[config.mk]
export PLATFORM = sky130hd
export DESIGN_NAME = ram_march_initiator
export DESIGN_NICKNAME = d
export VERILOG_FILES = /design/src/rtl/ram_march_pkg.sv /design/src/rtl/ram_march_cmp_pipe.sv /design/src/rtl/ram_march_initiator.sv
export SDC_FILE = /design/constraint.sdc
export NUM_CORES = 1
export LEC_CHECK = 0
export ABC_CLOCK_PERIOD_IN_PS = 3260
export BUFFER_PORTS_ARGS = -buffer_cell sky130_fd_sc_hd__buf_2
export CAP_MARGIN = 15
export CORE_MARGIN = 5
export CORE_UTILIZATION = 58
export CTS_CLUSTER_DIAMETER = 60
export CTS_CLUSTER_SIZE = 10
export DETAILED_ROUTE_END_ITERATION = 10
export GPL_TIMING_DRIVEN = 0
export PLACE_DENSITY = 0.89
export SKIP_LAST_GASP = 1
export SLEW_MARGIN = 20
export SYNTH_ARGS = -nofsm -noshare
export SYNTH_HDL_FRONTEND = slang
export SYNTH_HIERARCHICAL = 1
export SYNTH_SLANG_ARGS = --single-unit
[constraint.sdc]
create_clock -name clk -period 3.26 [get_ports clk]
set_input_delay 0.652 -clock clk [delete_from_list [all_inputs] [get_ports clk]]
set_output_delay 0.652 -clock clk [all_outputs]
set_load 0.02 [all_outputs]
[src/rtl/ram_march_pkg.sv]
// Shared types and pattern helper for the RAM march initiator.
// Holds the FSM state enum and the seed-xor-address test pattern.
package ram_march_pkg;

  localparam int ADDR_WIDTH = 6;
  localparam int ERR_W = ADDR_WIDTH + 2;
  // Wide enough for any legal word size; callers cast down.
  localparam int PAT_W = 128;

  typedef enum logic [2:0] {
    IDLE,
    WR0,
    RD0,
    DR0,
    WR1,
    RD1,
    DR1,
    FIN
  } march_state_e;

  function automatic logic [PAT_W-1:0] pattern(
    input logic [PAT_W-1:0] addr,
    input logic             inv,
    input logic [PAT_W-1:0] seed
  );
    logic [PAT_W-1:0] p;
    p = seed ^ addr;
    return inv ? ~p : p;
  endfunction

endpackage

[src/rtl/ram_march_cmp_pipe.sv]
// Read-return compare pipeline for the march initiator.
// Delays {valid, addr, expected} to meet rd_data and counts mismatches.
module ram_march_cmp_pipe #(
  parameter int AW  = 6,
  parameter int DW  = 32,
  parameter int LAT = 1
) (
  input  logic          clk,
  input  logic          rst,
  input  logic          clr,
  input  logic          push_vld,
  input  logic [AW-1:0] push_addr,
  input  logic [DW-1:0] push_exp,
  input  logic [DW-1:0] rd_data,
  output logic          hit,
  output logic [AW+1:0] err_count,
  output logic [AW-1:0] first_err_addr
);

  logic [LAT-1:0] vld;
  logic [AW-1:0]  addr_q [LAT];
  logic [DW-1:0]  exp_q  [LAT];

  assign hit = vld[LAT-1] && (rd_data != exp_q[LAT-1]);

  always_ff @(posedge clk or posedge rst) begin
    if (rst) begin
      vld            <= '0;
      err_count      <= '0;
      first_err_addr <= '0;
      for (int i = 0; i < LAT; i++) begin
        addr_q[i] <= '0;
        exp_q[i]  <= '0;
      end
    end else begin
      vld[0]    <= push_vld;
      addr_q[0] <= push_addr;
      exp_q[0]  <= push_exp;
      for (int i = 1; i < LAT; i++) begin
        vld[i]    <= vld[i-1];
        addr_q[i] <= addr_q[i-1];
        exp_q[i]  <= exp_q[i-1];
      end
      if (clr) begin
        err_count      <= '0;
        first_err_addr <= '0;
      end else if (hit) begin
        // A zero count means this is the first mismatch of the run.
        if (err_count == '0)
          first_err_addr <= addr_q[LAT-1];
        if (err_count != '1)
          err_count <= err_count + 1'b1;
      end
    end
  end

endmodule

[src/rtl/ram_march_initiator.sv]
// Two-pass march test initiator for a simple synchronous RAM.
// Writes P(a), checks it, writes ~P(a), checks it, then reports.
module ram_march_initiator #(
  parameter int          ADDR_WIDTH = 6,
  parameter int          DATA_SIZE  = 4,
  parameter int          RD_LATENCY = 1,
  parameter logic [31:0] SEED       = 32'hA5C3_0F96
) (
  input  logic                      clk,
  input  logic                      rst,
  input  logic                      start,
  output logic                      busy,
  output logic                      done,
  output logic                      pass,
  output logic [ADDR_WIDTH+1:0]     err_count,
  output logic [ADDR_WIDTH-1:0]     first_err_addr,
  output logic                      rd_en,
  output logic [ADDR_WIDTH-1:0]     rd_addr,
  input  logic [8*DATA_SIZE-1:0]    rd_data,
  output logic                      wr_en,
  output logic [ADDR_WIDTH-1:0]     wr_addr,
  output logic [8*DATA_SIZE-1:0]    wr_data
);

  import ram_march_pkg::*;

  localparam int DW = 8 * DATA_SIZE;
  localparam int LW = $clog2(RD_LATENCY + 1);
  localparam logic [ADDR_WIDTH-1:0] LAST = '1;
  localparam logic [LW-1:0] DR_LAST = LW'(RD_LATENCY - 1);

  march_state_e state;

  logic [ADDR_WIDTH-1:0] cnt;
  logic [LW-1:0]         dr_cnt;
  logic                  push_vld;
  logic [ADDR_WIDTH-1:0] push_addr;
  logic [DW-1:0]         push_exp;
  logic                  hit;
  logic                  accept;
  logic                  inv;

  // The done cycle is already IDLE; a start there is still ignored.
  assign accept = (state == IDLE) && start && !done;
  assign inv    = (state == WR1) || (state == RD1);

  always_ff @(posedge clk or posedge rst) begin
    if (rst) begin
      state     <= IDLE;
      cnt       <= '0;
      dr_cnt    <= '0;
      busy      <= 1'b0;
      done      <= 1'b0;
      pass      <= 1'b0;
      rd_en     <= 1'b0;
      rd_addr   <= '0;
      wr_en     <= 1'b0;
      wr_addr   <= '0;
      wr_data   <= '0;
      push_vld  <= 1'b0;
      push_addr <= '0;
      push_exp  <= '0;
    end else begin
      wr_en    <= 1'b0;
      rd_en    <= 1'b0;
      push_vld <= 1'b0;
      done     <= 1'b0;
      unique case (state)
        IDLE: begin
          if (accept) begin
            state <= WR0;
            busy  <= 1'b1;
            pass  <= 1'b0;
            cnt   <= '0;
          end
        end
        WR0, WR1: begin
          wr_en   <= 1'b1;
          wr_addr <= cnt;
          wr_data <= DW'(pattern(PAT_W'(cnt), inv, PAT_W'(SEED)));
          cnt     <= cnt + 1'b1;
          if (cnt == LAST)
            state <= (state == WR0) ? RD0 : RD1;
        end
        RD0, RD1: begin
          rd_en     <= 1'b1;
          rd_addr   <= cnt;
          push_vld  <= 1'b1;
          push_addr <= cnt;
          push_exp  <= DW'(pattern(PAT_W'(cnt), inv, PAT_W'(SEED)));
          cnt       <= cnt + 1'b1;
          if (cnt == LAST) begin
            state  <= (state == RD0) ? DR0 : DR1;
            dr_cnt <= '0;
          end
        end
        DR0, DR1: begin
          if (dr_cnt == DR_LAST)
            state <= (state == DR0) ? WR1 : FIN;
          else
            dr_cnt <= dr_cnt + 1'b1;
        end
        FIN: begin
          // The last read-back is compared on this very edge.
          done  <= 1'b1;
          busy  <= 1'b0;
          pass  <= (err_count == '0) && !hit;
          state <= IDLE;
        end
        default: state <= IDLE;
      endcase
    end
  end

  ram_march_cmp_pipe #(
    .AW  (ADDR_WIDTH),
    .DW  (DW),
    .LAT (RD_LATENCY)
  ) u_cmp (
    .clk            (clk),
    .rst            (rst),
    .clr            (accept),
    .push_vld       (push_vld),
    .push_addr      (push_addr),
    .push_exp       (push_exp),
    .rd_data        (rd_data),
    .hit            (hit),
    .err_count      (err_count),
    .first_err_addr (first_err_addr)
  );

endmodule

Yosys cells after proc, flatten, opt, wreduce, memory -nomap -nowiden

Cells that the tools add are included.

Memory bits (writable): 0
Register bits: 144
Word-level logic and storage cells: 88
Bits in latches: 0
Input bits: 35
Bits in read-only memories: 0
Memories kept: 0

Add/subtract/negate cells: 3
Equal/unequal tests: 14
Divide/modulo/power cells: 0
$lt $le $gt $ge: 0
Multiplexer cells: 27
Reductions and logical operators: 25
Bitwise gates (word level): 2
Multipliers: 0
Shift-type cells: 0

Operators with widths:

| cell                                                             | number |
|---|---|
| 32-bit 2-to-1 mux                                                | 1 |
| 32-bit inequality test                                           | 1 |
| 32-bit inverter                                                  | 1 |
| 6-bit 2-to-1 mux                                                 | 4 |
| 8-bit 2-to-1 mux                                                 | 3 |
| 3-bit 2-to-1 mux                                                 | 6 |
| 3-bit inverter with 16-bit output                                | 1 |
| 3-bit case mux with 5 select lines                               | 1 |
| 3-bit == test (second input constant)                            | 4 |
| 6-bit case mux with 2 select lines                               | 1 |
| 2-bit nonzero test                                               | 6 |
| 2-bit AND reduction                                              | 5 |
| 8-bit by 1-bit adder with 8-bit output (second input constant)   | 1 |
| 8-bit zero test                                                  | 1 |
| 2-bit inequality test (second input constant)                    | 4 |
| 8-bit inequality test (second input constant)                    | 1 |
| 1-bit 2-to-1 mux                                                 | 7 |
| 6-bit by 1-bit adder with 6-bit output (second input constant)   | 1 |
| 3-bit by 2-bit == test with 1-bit output (second input constant) | 2 |
| 6-bit == test (second input constant)                            | 1 |
| 1-bit case mux with 2 select lines                               | 3 |
| 2-bit OR reduction                                               | 3 |
| 1-bit logical AND                                                | 4 |
| 4-bit AND reduction                                              | 1 |
| 7 further kinds                                                  | 8 |

Depth between registers and ports, before layout

Depth in word-level cells: 5
Gate-level depth with buffers: 7
Gate-level depth less buffers: 7

Hierarchy

Netlist, hierarchy kept.

Modules (own cells, without submodules):

| module              | area an instance (sq um) | sequential area each (sq um) | cells an instance | instances |
|---|---|---|---|---|
| ram_march_initiator | 2344.7                   | 1051.0                       | 244               | 1 |
| ram_march_cmp_pipe  | 2169.6                   | 1326.3                       | 158               | 1 |

Worst setup path after synthesis

No wires, ideal clock.

Kind: input -> register
Start point: input port rd_data[17]
End point: register u_cmp.err_count[3]
Cell stages on the path: 6
Data required time: 3.133 ns
Slack: 1.249 ns
Buffers on the path: 0
Arrival: 1.883 ns
Library setup time: 0.127 ns
Cells stage by stage: xnor2_1 > nand4_1 > nor4_4 > a221oi_4 > nand4_1 > mux2_1

Cells in the longest elaborated chain, start to end: 4

Ends and longest elaborated chain:

| what                          | RTL line                  | RTL |
|---|---|---|
| from (decl)                   | ram_march_initiator.sv:19 | `input logic [8*DATA_SIZE-1:0] rd_data,` |
| 32-bit inequality test        | ram_march_cmp_pipe.sv:24  | `assign hit = vld[LAT-1] && (rd_data != exp_q[LAT-1]);` |
| 1-bit logical AND             | ram_march_cmp_pipe.sv:24  |  |
| 2-bit nonzero test (no line)  | n/a                       |  |
| 2-bit AND reduction (no line) | n/a                       |  |
| to (signal assigned)          | ram_march_cmp_pipe.sv:52  | `err_count <= err_count + 1'b1;` |
| to (decl)                     | ram_march_cmp_pipe.sv:16  | `output logic [AW+1:0] err_count,` |

No other way between the ends.
A chain may end at the register's enable or synchronous reset.

Final worst setup path

Start point: register state[2]
End point: register u_cmp.err_count[5]

Cells in the longest elaborated chain, start to end: 5

Ends and longest elaborated chain:

| what                                | RTL line                  | RTL |
|---|---|---|
| from (decl)                         | ram_march_initiator.sv:32 | `march_state_e state;` |
| from (signal assigned)              | ram_march_initiator.sv:83 | `state <= (state == WR0) ? RD0 : RD1;` |
| from (signal assigned)              | ram_march_initiator.sv:93 | `state <= (state == RD0) ? DR0 : DR1;` |
| from (signal assigned)              | ram_march_initiator.sv:99 | `state <= (state == DR0) ? WR1 : FIN;` |
| 3-bit zero test (*)                 | ram_march_initiator.sv:44 | `assign accept = (state == IDLE) && start && !done;` |
| 1-bit logical AND (*) (2 in series) | ram_march_initiator.sv:44 |  |
| named net accept                    | ram_march_initiator.sv:40 | `logic accept;` |
| 2-bit nonzero test (no line)        | n/a                       |  |
| 2-bit AND reduction (no line)       | n/a                       |  |

Mark *: on every way through the listed nets, which the timed path passes. The rest lies on a longest branch.

==> flow_metrics.py <==
metrics = {
    "synth": {
        "synth_seq_cells": 95,
        "synth.area.top_cells": "dfrtp_1, xnor2_1, buf_4, nor2_1, mux2_1",
        "synth_top_area_share_pct": 52.7,
        "synth_ff_type": "dfrtp_1",
        "synth_common_cells": "dfrtp_1, xnor2_1, nor2_1",
        "async_flop_share_pct": 100,
        "ys_types": 54,
        "yosys_warnings": 6,
        "synth_area_leader_cell": "dfrtp_1",
        "syn_avg_cell_area_sq_um": 11.2,
        "synth_most_common_cell": "dfrtp_1",
        "synth_fp_nets": 440,
        "synth_cells": 402,
        "synth_area_sq_mm": 0.00451,
        "synth-edff-count": 0,
        "seq_area_frac_synth_pct": 52.7,
    },
    "worst_setup_path": {
        "path_class": "reg -> reg",
        "reg2reg_slack_ns": 0.96,
        "critPathLaunchType": "flop",
        "worstPathRequired_ns": 3.50,
        "crit_arrival_ns": 2.54,
        "setup.worst_path.end_class": "flop",
        "cp_max_fo": 10,
    },
    "timing": {
        "drv_slew": 0,
        "period_share_pct": 70.6,
        "hold_viol": 0,
        "grt_setup_unrepaired": "no",
        "setup_viol": 0,
        "fin_crit_ns": 2.30,
        "worstMarginPinSlew_ns": 0.540,
        "clock_skew_ns": 0.00631,
        "maxSlewHeadroom_pct": 64.0,
        "whs_ns": 0.239,
        "setup-tns-final_ns": 0,
        "layout_setup_ws_ns": 0.957,
        "max_freq_mhz": 434,
    },
    "cts": {
        "clk_pin_slew_ns": 0.09,
        "ctsHtreeMaxLevel": 3,
        "post_cts_buffers": 0,
        "cts_tree": "built",
        "postCtsHoldBufs": 0,
        "cts_root_buf": "clkbuf_8",
        "clock_latency_ns": 0.35,
        "ctsResizeCount": 0,
        "cts.path.max_buffers": 2,
        "cts_num_sinks": 95,
        "cts_made_buffers": 9,
    },
    "power": {
        "p_seq_share_pct": 38.6,
        "ir_drop_v": 0.000622,
        "p_int_mw": 2.96,
        "p_switching_mw": 2.09,
        "clockPowerShare_pct": 15.4,
        "combPwrFrac_pct": 46.0,
        "p_leak_nw": 2.51,
        "sw_frac_of_total_pct": 41.3,
        "cellPowerDensity_mw_per_mm2": 939,
        "finalPower_mw": 5.04,
    },
    "global_route": {
        "gr-total-overflow": 0,
        "grt_pass1_wl_microns": 16400,
        "grtUsageTotal_pct": 21.0,
        "grt_max_degree": 37,
        "antenna_found_initial": 0,
        "grt_pass1_vias": 3407,
    },
    "place": {
        "place_ws_ns": 0.949,
        "routabilityCongestion": 0.844,
        "post-dp-hpwl_microns": 7080,
        "placed_cells": 603,
        "portBuffers": 97,
        "place_area_sq_mm": 0.00517,
    },
    "die": {
        "ios": 98,
        "die_w_microns": 98.2,
        "rows": 32,
        "die_h_microns": 98.2,
        "start_util_pct": 59.0,
        "core_sq_mm": 0.00765,
        "die_area_sq_mm": 0.00965,
    },
    "run": {
        "cap_violations": 0,
    },
    "detailed_routing": {
        "drt-total-wl_microns": 9700,
        "drc": 0,
        "wire_per_inst_microns": 15.7,
        "drt_iter0_drc": 152,
        "drtPass1Iterations": 5,
        "vias": 3344,
        "ant_nets": 0,
        "viasPerCell": 5.40,
    },
    "outcome": {
        "status": "finished clean",
    },
    "layout": {
        "drive_gt1_share_pct": 34.0,
        "fin_nets": 550,
        "final_cell_area_sq_mm": 0.00537,
        "layout.cells.non_filler": 619,
        "syn_to_final_growth_pct": 19.0,
        "antenna_cells": 0,
        "final_util_pct": 70.2,
    },
    "hold_path": {
        "hold_class": "in -> async",
    },
}
[layout make-up]
cell class / count / area [sq um]
flip-flops and latches: 95 / 2380
fillers: 588 / 2280
multi-input cells: 248 / 1790
repair buffers: 99 / 526
plain buffers: 45 / 290
well taps: 102 / 128
clock buffers: 9 / 124
clock inverters: 7 / 78.8
inverters: 14 / 52.6
[placed cells by master, fill, tap and decap left out, drive strengths merged, types with 3 or more instances in the layout]
cell type / Yosys / final
nand3b: 3 / 3
xnor2: 36 / 36
a31oi: 3 / 3
nor3: 7 / 7
buf: 39 / 138
o21ai: 15 / 15
a21oi: 23 / 23
a22oi: 3 / 3
nand4: 14 / 14
and3: 8 / 8
nand2b: 16 / 16
ha: 3 / 3
dfrtp: 95 / 95
nor2b: 6 / 6
o22ai: 6 / 6
mux2: 16 / 16
nand3: 8 / 8
clkbuf: 6 / 15
o31ai: 3 / 3
nor4: 3 / 3
inv: 14 / 17
mux2i: 8 / 8
nor2: 34 / 34
nand2: 9 / 9
o221a: 4 / 4
[final timing paths]
kind	start	to	cells after the start
hold / removal	rst	push_addr[4]$_DFFE_PP0P_	2
min in group clk	push_addr[4]$_DFFE_PP0P_	u_cmp/addr_q[4]$_DFF_PP0_	0
setup reg to reg	state[2]$_DFFE_PP0P_	u_cmp/err_count[5]$_DFFE_PP0P_	7
hold reg to reg	push_addr[4]$_DFFE_PP0P_	u_cmp/addr_q[4]$_DFF_PP0_	0
setup / recovery	state[2]$_DFFE_PP0P_	u_cmp/err_count[5]$_DFFE_PP0P_	7
max in group asynchronous	rst	u_cmp/exp_q[1]$_DFF_PP0_	3
[worst max-delay path: stages, from the launching register on]
cell and delay [ns]:
dfrtp_1 0.42, buf_2 0.20, or3_1 0.34, buf_2 0.19
nor2_1 0.38, buf_2 0.30, nor2_1 0.07, mux2_1 0.29
[power by group through the flow]
stage	clock, mW	combinational [mW]	sequential (mW)
global route	0.854	2.54	2.01
detailed placement	0	2.32	1.97
global placement	0	2.21	1.94
CTS	0.797	2.33	1.95
floorplan	0	1.50	2.11
finish	0.778	2.32	1.95
[kinds of logic (layout without fill, tap and decap cells)]
kind of cell,after synthesis,after routing,share of synthesized area [%]
compound gates,71,71,11.2
xor+xnor,36,36,6.98
fa+ha+maj,3,3,0.832
buf+inv,59,174,7.59
flops,95,95,52.7
mux,24,24,6.26
simple gates,114,114,14.5
[state kept, by name (all words and copies together) (netlist names), 3 cells and up]
| register | flops |
|---|---|
| u_cmp/exp_q | 32 |
| push_exp | 8 |
| u_cmp/err_count | 8 |
| wr_data | 8 |
| cnt | 6 |
| push_addr | 6 |
| u_cmp/addr_q | 6 |
| u_cmp/first_err_addr | 6 |
| wr_addr | 6 |
| state | 3 |
[per-layer routing]
metal  routed length (microns)  global-route usage, %
met5                         0                      0
met4                       184                   8.72
met3                       601                   3.93
met2                      4860                   35.3
met1                      4060                   26.7
Note: power is estimated with default switching activity, not from simulation.
